[config.mk]
export PLATFORM = sky130hd
export DESIGN_NAME = seg7_display_driver
export DESIGN_NICKNAME = d
export VERILOG_FILES = /design/src/rtl/seg7_pkg.sv /design/src/rtl/bin2bcd_seq.sv /design/src/rtl/seg7_display_driver.sv
export SDC_FILE = /design/constraint.sdc
export NUM_CORES = 1
export LEC_CHECK = 0
export ABC_AREA = 1
export BUFFER_PORTS_ARGS = -buffer_cell sky130_fd_sc_hd__buf_2
export CAP_MARGIN = 20
export CORE_MARGIN = 8
export CORE_UTILIZATION = 50
export DETAILED_ROUTE_END_ITERATION = 10
export PLACE_DENSITY_LB_ADDON = 0.15
export SLEW_MARGIN = 20
export SYNTH_ARGS = -nofsm -noshare
export SYNTH_HDL_FRONTEND = slang
export SYNTH_HIERARCHICAL = 1
export SYNTH_SLANG_ARGS = --single-unit
[constraint.sdc]
create_clock -name Clock -period 2.4 [get_ports Clock]
set_input_delay 0.48 -clock Clock [delete_from_list [all_inputs] [get_ports Clock]]
set_output_delay 0.48 -clock Clock [all_outputs]
set_load 0.01 [all_outputs]
[src/rtl/seg7_pkg.sv]
// Shared definitions for the 7-segment display driver.
// - Digit code: 5 bits. Bit 4 clear -> hex nibble 0..F; bit 4 set -> blank or letter.
// - Segment patterns are {g,f,e,d,c,b,a}, active-low.
// - FSM state type for the conversion controller.
package seg7_pkg;

  localparam int unsigned DigitW = 5;
  typedef logic [DigitW-1:0] digit_t;

  localparam digit_t DIG_BLANK = 5'h10;
  localparam digit_t DIG_H     = 5'h11;

  localparam logic [6:0] SEG_BLANK = 7'h7F;
  localparam logic [6:0] SEG_H     = 7'h09;

  typedef enum logic [1:0] {
    StIdle,
    StConv,
    StDone
  } state_e;

  // Nibble to digit code.
  function automatic digit_t hex_digit(input logic [3:0] nib);
    return {1'b0, nib};
  endfunction

  // Digit code to active-low segment pattern; unknown codes render blank.
  function automatic logic [6:0] seg_encode(input digit_t d);
    logic [6:0] seg;
    case (d)
      5'h00:   seg = 7'h40;
      5'h01:   seg = 7'h79;
      5'h02:   seg = 7'h24;
      5'h03:   seg = 7'h30;
      5'h04:   seg = 7'h19;
      5'h05:   seg = 7'h12;
      5'h06:   seg = 7'h02;
      5'h07:   seg = 7'h78;
      5'h08:   seg = 7'h00;
      5'h09:   seg = 7'h10;
      5'h0A:   seg = 7'h08;
      5'h0B:   seg = 7'h03;
      5'h0C:   seg = 7'h46;
      5'h0D:   seg = 7'h21;
      5'h0E:   seg = 7'h06;
      5'h0F:   seg = 7'h0E;
      DIG_H:   seg = SEG_H;
      default: seg = SEG_BLANK;
    endcase
    return seg;
  endfunction

endpackage

[src/rtl/bin2bcd_seq.sv]
// Sequential double-dabble converter, 8-bit binary to 3-digit BCD.
// Ports:
//   Clock, Reset : system clock, synchronous active-high reset
//   start_i      : load bin_i and begin converting (ignored cycles never overlap a run)
//   bin_i[7:0]   : binary input, sampled with start_i
//   done_o       : high during the cycle whose edge performs the last (8th) iteration
//   bcd_o[11:0]  : {hundreds, tens, units}, valid from the edge after done_o
module bin2bcd_seq (
  input  logic        Clock,
  input  logic        Reset,
  input  logic        start_i,
  input  logic [7:0]  bin_i,
  output logic        done_o,
  output logic [11:0] bcd_o
);

  // {bcd[11:0], bin[7:0]} working register
  logic [19:0] sh_q, sh_d;
  logic [2:0]  cnt_q, cnt_d;
  logic        run_q, run_d;
  logic [19:0] adj;

  always_comb begin
    // Add-3 correction on every BCD nibble >= 5 before the shift
    adj = sh_q;
    for (int i = 0; i < 3; i++) begin
      if (sh_q[8+4*i +: 4] >= 4'd5) begin
        adj[8+4*i +: 4] = sh_q[8+4*i +: 4] + 4'd3;
      end
    end

    sh_d  = sh_q;
    cnt_d = cnt_q;
    run_d = run_q;
    if (start_i) begin
      sh_d  = {12'd0, bin_i};
      cnt_d = 3'd0;
      run_d = 1'b1;
    end else if (run_q) begin
      sh_d  = {adj[18:0], 1'b0};
      cnt_d = cnt_q + 3'd1;
      if (cnt_q == 3'd7) begin
        run_d = 1'b0;
      end
    end
  end

  always_ff @(posedge Clock) begin
    if (Reset) begin
      sh_q  <= '0;
      cnt_q <= '0;
      run_q <= 1'b0;
    end else begin
      sh_q  <= sh_d;
      cnt_q <= cnt_d;
      run_q <= run_d;
    end
  end

  assign done_o = run_q && (cnt_q == 3'd7);
  assign bcd_o  = sh_q[19:8];

endmodule

[src/rtl/seg7_display_driver.sv]
// 4-digit multiplexed common-anode 7-segment driver for the CPU's Dout/Dval pair.
// Shows Value as unsigned decimal (leading zeros blanked) or as "H" + two hex digits.
// Ports:
//   Clock, Reset : system clock, synchronous active-high reset
//   Value[7:0]   : value to display
//   Valid        : display enable; low blanks the outputs but keeps all state
//   Hex          : 1 = hexadecimal, 0 = unsigned decimal
//   Seg[6:0]     : {g,f,e,d,c,b,a}, active-low, registered
//   An[3:0]      : digit anodes, active-low one-hot, An[0] rightmost, registered
//   Busy         : conversion in progress
module seg7_display_driver
  import seg7_pkg::*;
#(
  parameter int unsigned SCAN_DIV = 50000
) (
  input  logic       Clock,
  input  logic       Reset,
  input  logic [7:0] Value,
  input  logic       Valid,
  input  logic       Hex,
  output logic [6:0] Seg,
  output logic [3:0] An,
  output logic       Busy
);

  localparam int unsigned CntW = (SCAN_DIV > 1) ? $clog2(SCAN_DIV) : 1;
  localparam logic [CntW-1:0] CntLast = CntW'(SCAN_DIV - 1);

  state_e            state_q, state_d;
  logic [7:0]        val_q, val_d;
  logic              hex_q, hex_d;
  logic [8:0]        key_q, key_d;
  logic              key_vld_q, key_vld_d;
  logic [3:0][4:0]   digits_q, digits_d;
  logic [3:0][4:0]   new_digits;
  logic [CntW-1:0]   cnt_q, cnt_d;
  logic [1:0]        idx_q, idx_d;
  logic [3:0]        an_q, an_d;
  logic [6:0]        seg_q, seg_d;

  logic              conv_start;
  logic              conv_done;
  logic [11:0]       conv_bcd;
  logic              trigger;
  digit_t            cur_digit;
  logic [3:0]        hund, tens, units;

  bin2bcd_seq u_bin2bcd (
    .Clock   (Clock),
    .Reset   (Reset),
    .start_i (conv_start),
    .bin_i   (Value),
    .done_o  (conv_done),
    .bcd_o   (conv_bcd)
  );

  assign trigger = Valid && (!key_vld_q || ({Hex, Value} != key_q));

  // Digit set that the DONE state commits in a single edge
  always_comb begin
    hund  = conv_bcd[11:8];
    tens  = conv_bcd[7:4];
    units = conv_bcd[3:0];
    new_digits = '0;
    if (hex_q) begin
      new_digits[3] = DIG_H;
      new_digits[2] = DIG_BLANK;
      new_digits[1] = hex_digit(val_q[7:4]);
      new_digits[0] = hex_digit(val_q[3:0]);
    end else begin
      new_digits[3] = DIG_BLANK;
      new_digits[2] = (hund == 4'd0) ? DIG_BLANK : hex_digit(hund);
      new_digits[1] = ((hund == 4'd0) && (tens == 4'd0)) ? DIG_BLANK : hex_digit(tens);
      new_digits[0] = hex_digit(units);
    end
  end

  // Conversion controller
  always_comb begin
    state_d    = state_q;
    val_d      = val_q;
    hex_d      = hex_q;
    key_d      = key_q;
    key_vld_d  = key_vld_q;
    digits_d   = digits_q;
    conv_start = 1'b0;
    unique case (state_q)
      StIdle: begin
        if (trigger) begin
          val_d = Value;
          hex_d = Hex;
          if (Hex) begin
            state_d = StDone;
          end else begin
            conv_start = 1'b1;
            state_d    = StConv;
          end
        end
      end
      StConv: begin
        if (conv_done) begin
          state_d = StDone;
        end
      end
      StDone: begin
        digits_d  = new_digits;
        key_d     = {hex_q, val_q};
        key_vld_d = 1'b1;
        state_d   = StIdle;
      end
      default: state_d = StIdle;
    endcase
  end

  // Digit scan and registered outputs
  always_comb begin
    cnt_d = cnt_q + CntW'(1);
    idx_d = idx_q;
    if (cnt_q == CntLast) begin
      cnt_d = '0;
      idx_d = idx_q + 2'd1;
    end

    cur_digit = digits_q[idx_q];
    an_d      = 4'b1111;
    seg_d     = SEG_BLANK;
    if (Valid && (cur_digit != DIG_BLANK)) begin
      an_d  = ~(4'b0001 << idx_q);
      seg_d = seg_encode(cur_digit);
    end
  end

  always_ff @(posedge Clock) begin
    if (Reset) begin
      state_q   <= StIdle;
      val_q     <= '0;
      hex_q     <= 1'b0;
      key_q     <= '0;
      key_vld_q <= 1'b0;
      digits_q  <= {4{DIG_BLANK}};
      cnt_q     <= '0;
      idx_q     <= '0;
      an_q      <= 4'b1111;
      seg_q     <= SEG_BLANK;
    end else begin
      state_q   <= state_d;
      val_q     <= val_d;
      hex_q     <= hex_d;
      key_q     <= key_d;
      key_vld_q <= key_vld_d;
      digits_q  <= digits_d;
      cnt_q     <= cnt_d;
      idx_q     <= idx_d;
      an_q      <= an_d;
      seg_q     <= seg_d;
    end
  end

  assign An   = an_q;
  assign Seg  = seg_q;
  assign Busy = (state_q != StIdle);

endmodule

==> flow_summary.json <==
{
  "grt_max_degree": 27,
  "slew_viol_final": 0,
  "cp-start-kind": "flip-flop",
  "synthTopCellsByArea": "dfxtp_1 (40%), nand2_1 (13%), inv_1 (7.3%)",
  "cts_buffers": 9,
  "drt_pass1_iterations": 4,
  "syn_inst": 626,
  "path_clk_slew_ps": 90,
  "syn-num-nets": 656,
  "r2r_slack_ps": 240,
  "cts_hold_repair.buffers": 0,
  "htree_levels": 3,
  "fin_worst_skew_ps": 10.5,
  "final.setup.tns_ps": 0,
  "io_pins": 24,
  "required_ps": 2650,
  "ys.warnings.count": 6,
  "finalWorstSetupSlack_ps": 243,
  "status": "finished, final reports clean",
  "core-area_mm2": 0.00868,
  "path_class": "flip-flop to flip-flop",
  "drc": 0,
  "r2r_end": "Seg[5]",
  "ys.flop_type": "dfxtp_1",
  "reg2regPathDepth": 10,
  "min_path_cells": 3,
  "hold_path_class": "primary input to flip-flop",
  "antenna_left": 0,
  "worstHoldStart": "Value[0]",
  "dr_total_vias": 3926,
  "cts_tree": "built",
  "numClockSinks": 89,
  "clock_path_buffers": 2,
  "die_y_um": 111,
  "io_buffers": 23,
  "hpwl_um": 6840,
  "place.gp.congestion": 0.863,
  "period_minus_slack_ps": 2160,
  "ys_ff_latch": 89,
  "grt_pass1_vias": 3670,
  "worstPathMaxFanout": 11,
  "synth_edf_count": 0,
  "arrival_ps": 2410,
  "post_cts_resized": 0,
  "synth-async-reset-ratio_pct": 0,
  "max-vdd-ir-drop_mv": 0.332,
  "worstSetupEndpointType": "flip-flop",
  "fmaxAchievable_mhz": 464,
  "grt_antenna_before_repair": 0,
  "min_to": "u_bin2bcd/sh_q[0]",
  "vias_per_cell": 5.17,
  "rows": 34,
  "grt_pass1_wl_um": 16300,
  "tightestPinTransition_ps": 596,
  "rsz0062_at_grt": "no",
  "wl_um": 9310,
  "setup_viol": 0,
  "post_cts_buffers": 0,
  "place_worst_setup_slack_ps": 255,
  "synth_top_area_cell": "dfxtp_1",
  "avgSynthCellArea_um2": 7.14,
  "syn2layout_area_growth_pct": 9.60,
  "fill_cells": 868,
  "clk_latency_ps": 350,
  "drt-initial-drc-count": 159,
  "avgRoutedWirePerCell_um": 12.3,
  "n_antenna_cell": 0,
  "drive_gt1_share_pct": 10.9,
  "power_density_mw_per_mm2": 676,
  "grt_overflow": 0,
  "yosysSeqAreaShare_pct": 39.9,
  "timing.final.hold_violations": 0,
  "min_period_over_period_pct": 89.9,
  "clock-root-buffer": "clkbuf_8",
  "max_slew_margin_pct": 60.2,
  "yosys.area.top_type_share_pct": 39.9,
  "p_leak_uw": 0.00210,
  "die_x_um": 111,
  "cap_violations": 0,
  "final_nets": 677,
  "initial_utilization_pct": 51.5,
  "track_usage_pct": 15.3,
  "ys_types": 44,
  "synth_area_mm2": 0.00447,
  "dieArea_mm2": 0.0122,
  "worstReg2RegStart": "idx_q[0]"
}
-- Yosys cell counts, types with 2 or more instances --
cell      number
a211oi_1       4
a21oi_1       44
a221oi_1       6
a22oi_1        4
a31oi_1        2
buf_2          4
buf_6          5
clkbuf_1       9
clkinv_1       2
dfxtp_1       89
ha_1          18
inv_1         87
inv_2          5
nand2_1      156
nand2_2        2
nand2_4        3
nand3_1       33
nand3_2        2
nand4_1       18
nor2_1        58
nor2_2         5
nor3_1        14
nor3b_1        2
o21ai_0       26
o21ai_4        2
o221ai_1       6
xnor2_1        3
-- flip-flops by register name, summed over array words and instances (netlist names) --
name	count
An	4
Seg	7
cnt_q	16
digits_q	15
hex_q	1
idx_q	2
key_q	9
key_vld_q	1
state_q	2
u_bin2bcd/cnt_q	3
u_bin2bcd/run_q	1
u_bin2bcd/sh_q	20
val_q	8
-- worst max path at each step --
stage               startpoint  depth (start not counted)  slack (ps)           endpoint
floorplan             Value[0]                         15         580  u_bin2bcd/sh_q[8]
detailed placement    idx_q[0]                         10         260             Seg[5]
CTS                   idx_q[0]                         10         240             Seg[5]
finish                idx_q[0]                         10         240             Seg[5]
global placement      idx_q[0]                         10         340             Seg[5]
global route          idx_q[0]                         10          50             Seg[5]
-- per-layer routing --
metal	wire length, um	part of all wire (%)	global-route usage [%]	vias up
li1	-	-	-	2069
met1	4500	48	18.5	1788
met2	4360	47	26.5	61
met3	355	3.8	2.98	8
met4	96	1.0	4.68	0
met5	0	0	0	-
-- per-stage QoR --
step                hold WS, ps  std cells  utilization [%]  area (um2)  power, uW
floorplan                   417        626                -        4470       1980
global placement            428        744             53.6        4650       2070
detailed placement          453        744             53.6        4650       2080
CTS                         378        760             56.5        4900       3340
global route                394        760             56.5        4900       3480
finish                      385        760             56.5        4900       3310
-- cells in the final DEF, fill, tap and decap left out, types with 14 or more instances in the layout --
cell type,n
nand2_1,156
dfxtp_1,89
inv_1,87
nor2_1,58
a21oi_1,44
nand3_1,33
o21ai_0,26
buf_2,23
nand4_1,18
ha_1,18
nor3_1,14
-- critical path, stage by stage, from the launching register on --
cell and delay [ps]:
dfxtp_1 700, inv_12 70, nand2_4 110, nor2_1 50, a31oi_1 340, inv_1 160, ha_1 240, nand2_1 90
o21ai_0 70, o21ai_0 170, nand2_1 60
-- cell type report --
cell class	count	area, um2	share of cell area, %
timing repair buffer	30	168	3.42
clock inverter	7	124	2.53
tap	108	135	2.76
multi-input combinational	420	2180	44.6
sequential	89	1780	36.4
inverter	97	384	7.84
clock buffer	9	124	2.53
-- power by group --
group / internal (uW) / switching (uW) / total, uW
clock: 701 / 558 / 1260
sequential: 1560 / 56.6 / 1620
combinational: 151 / 282 / 433
total: 2410 / 897 / 3310
-- kinds of logic (layout without fill, tap and decap cells) --
family | Yosys count | count (layout) | share of synthesized area, %
xor+xnor | 4 | 4 | 0.784
compound gates | 102 | 102 | 14.3
buf+inv | 117 | 143 | 11.3
fa+ha+maj | 18 | 18 | 5.04
flops | 89 | 89 | 39.9
simple gates | 296 | 296 | 28.7
(Power assumes the default switching activity.)
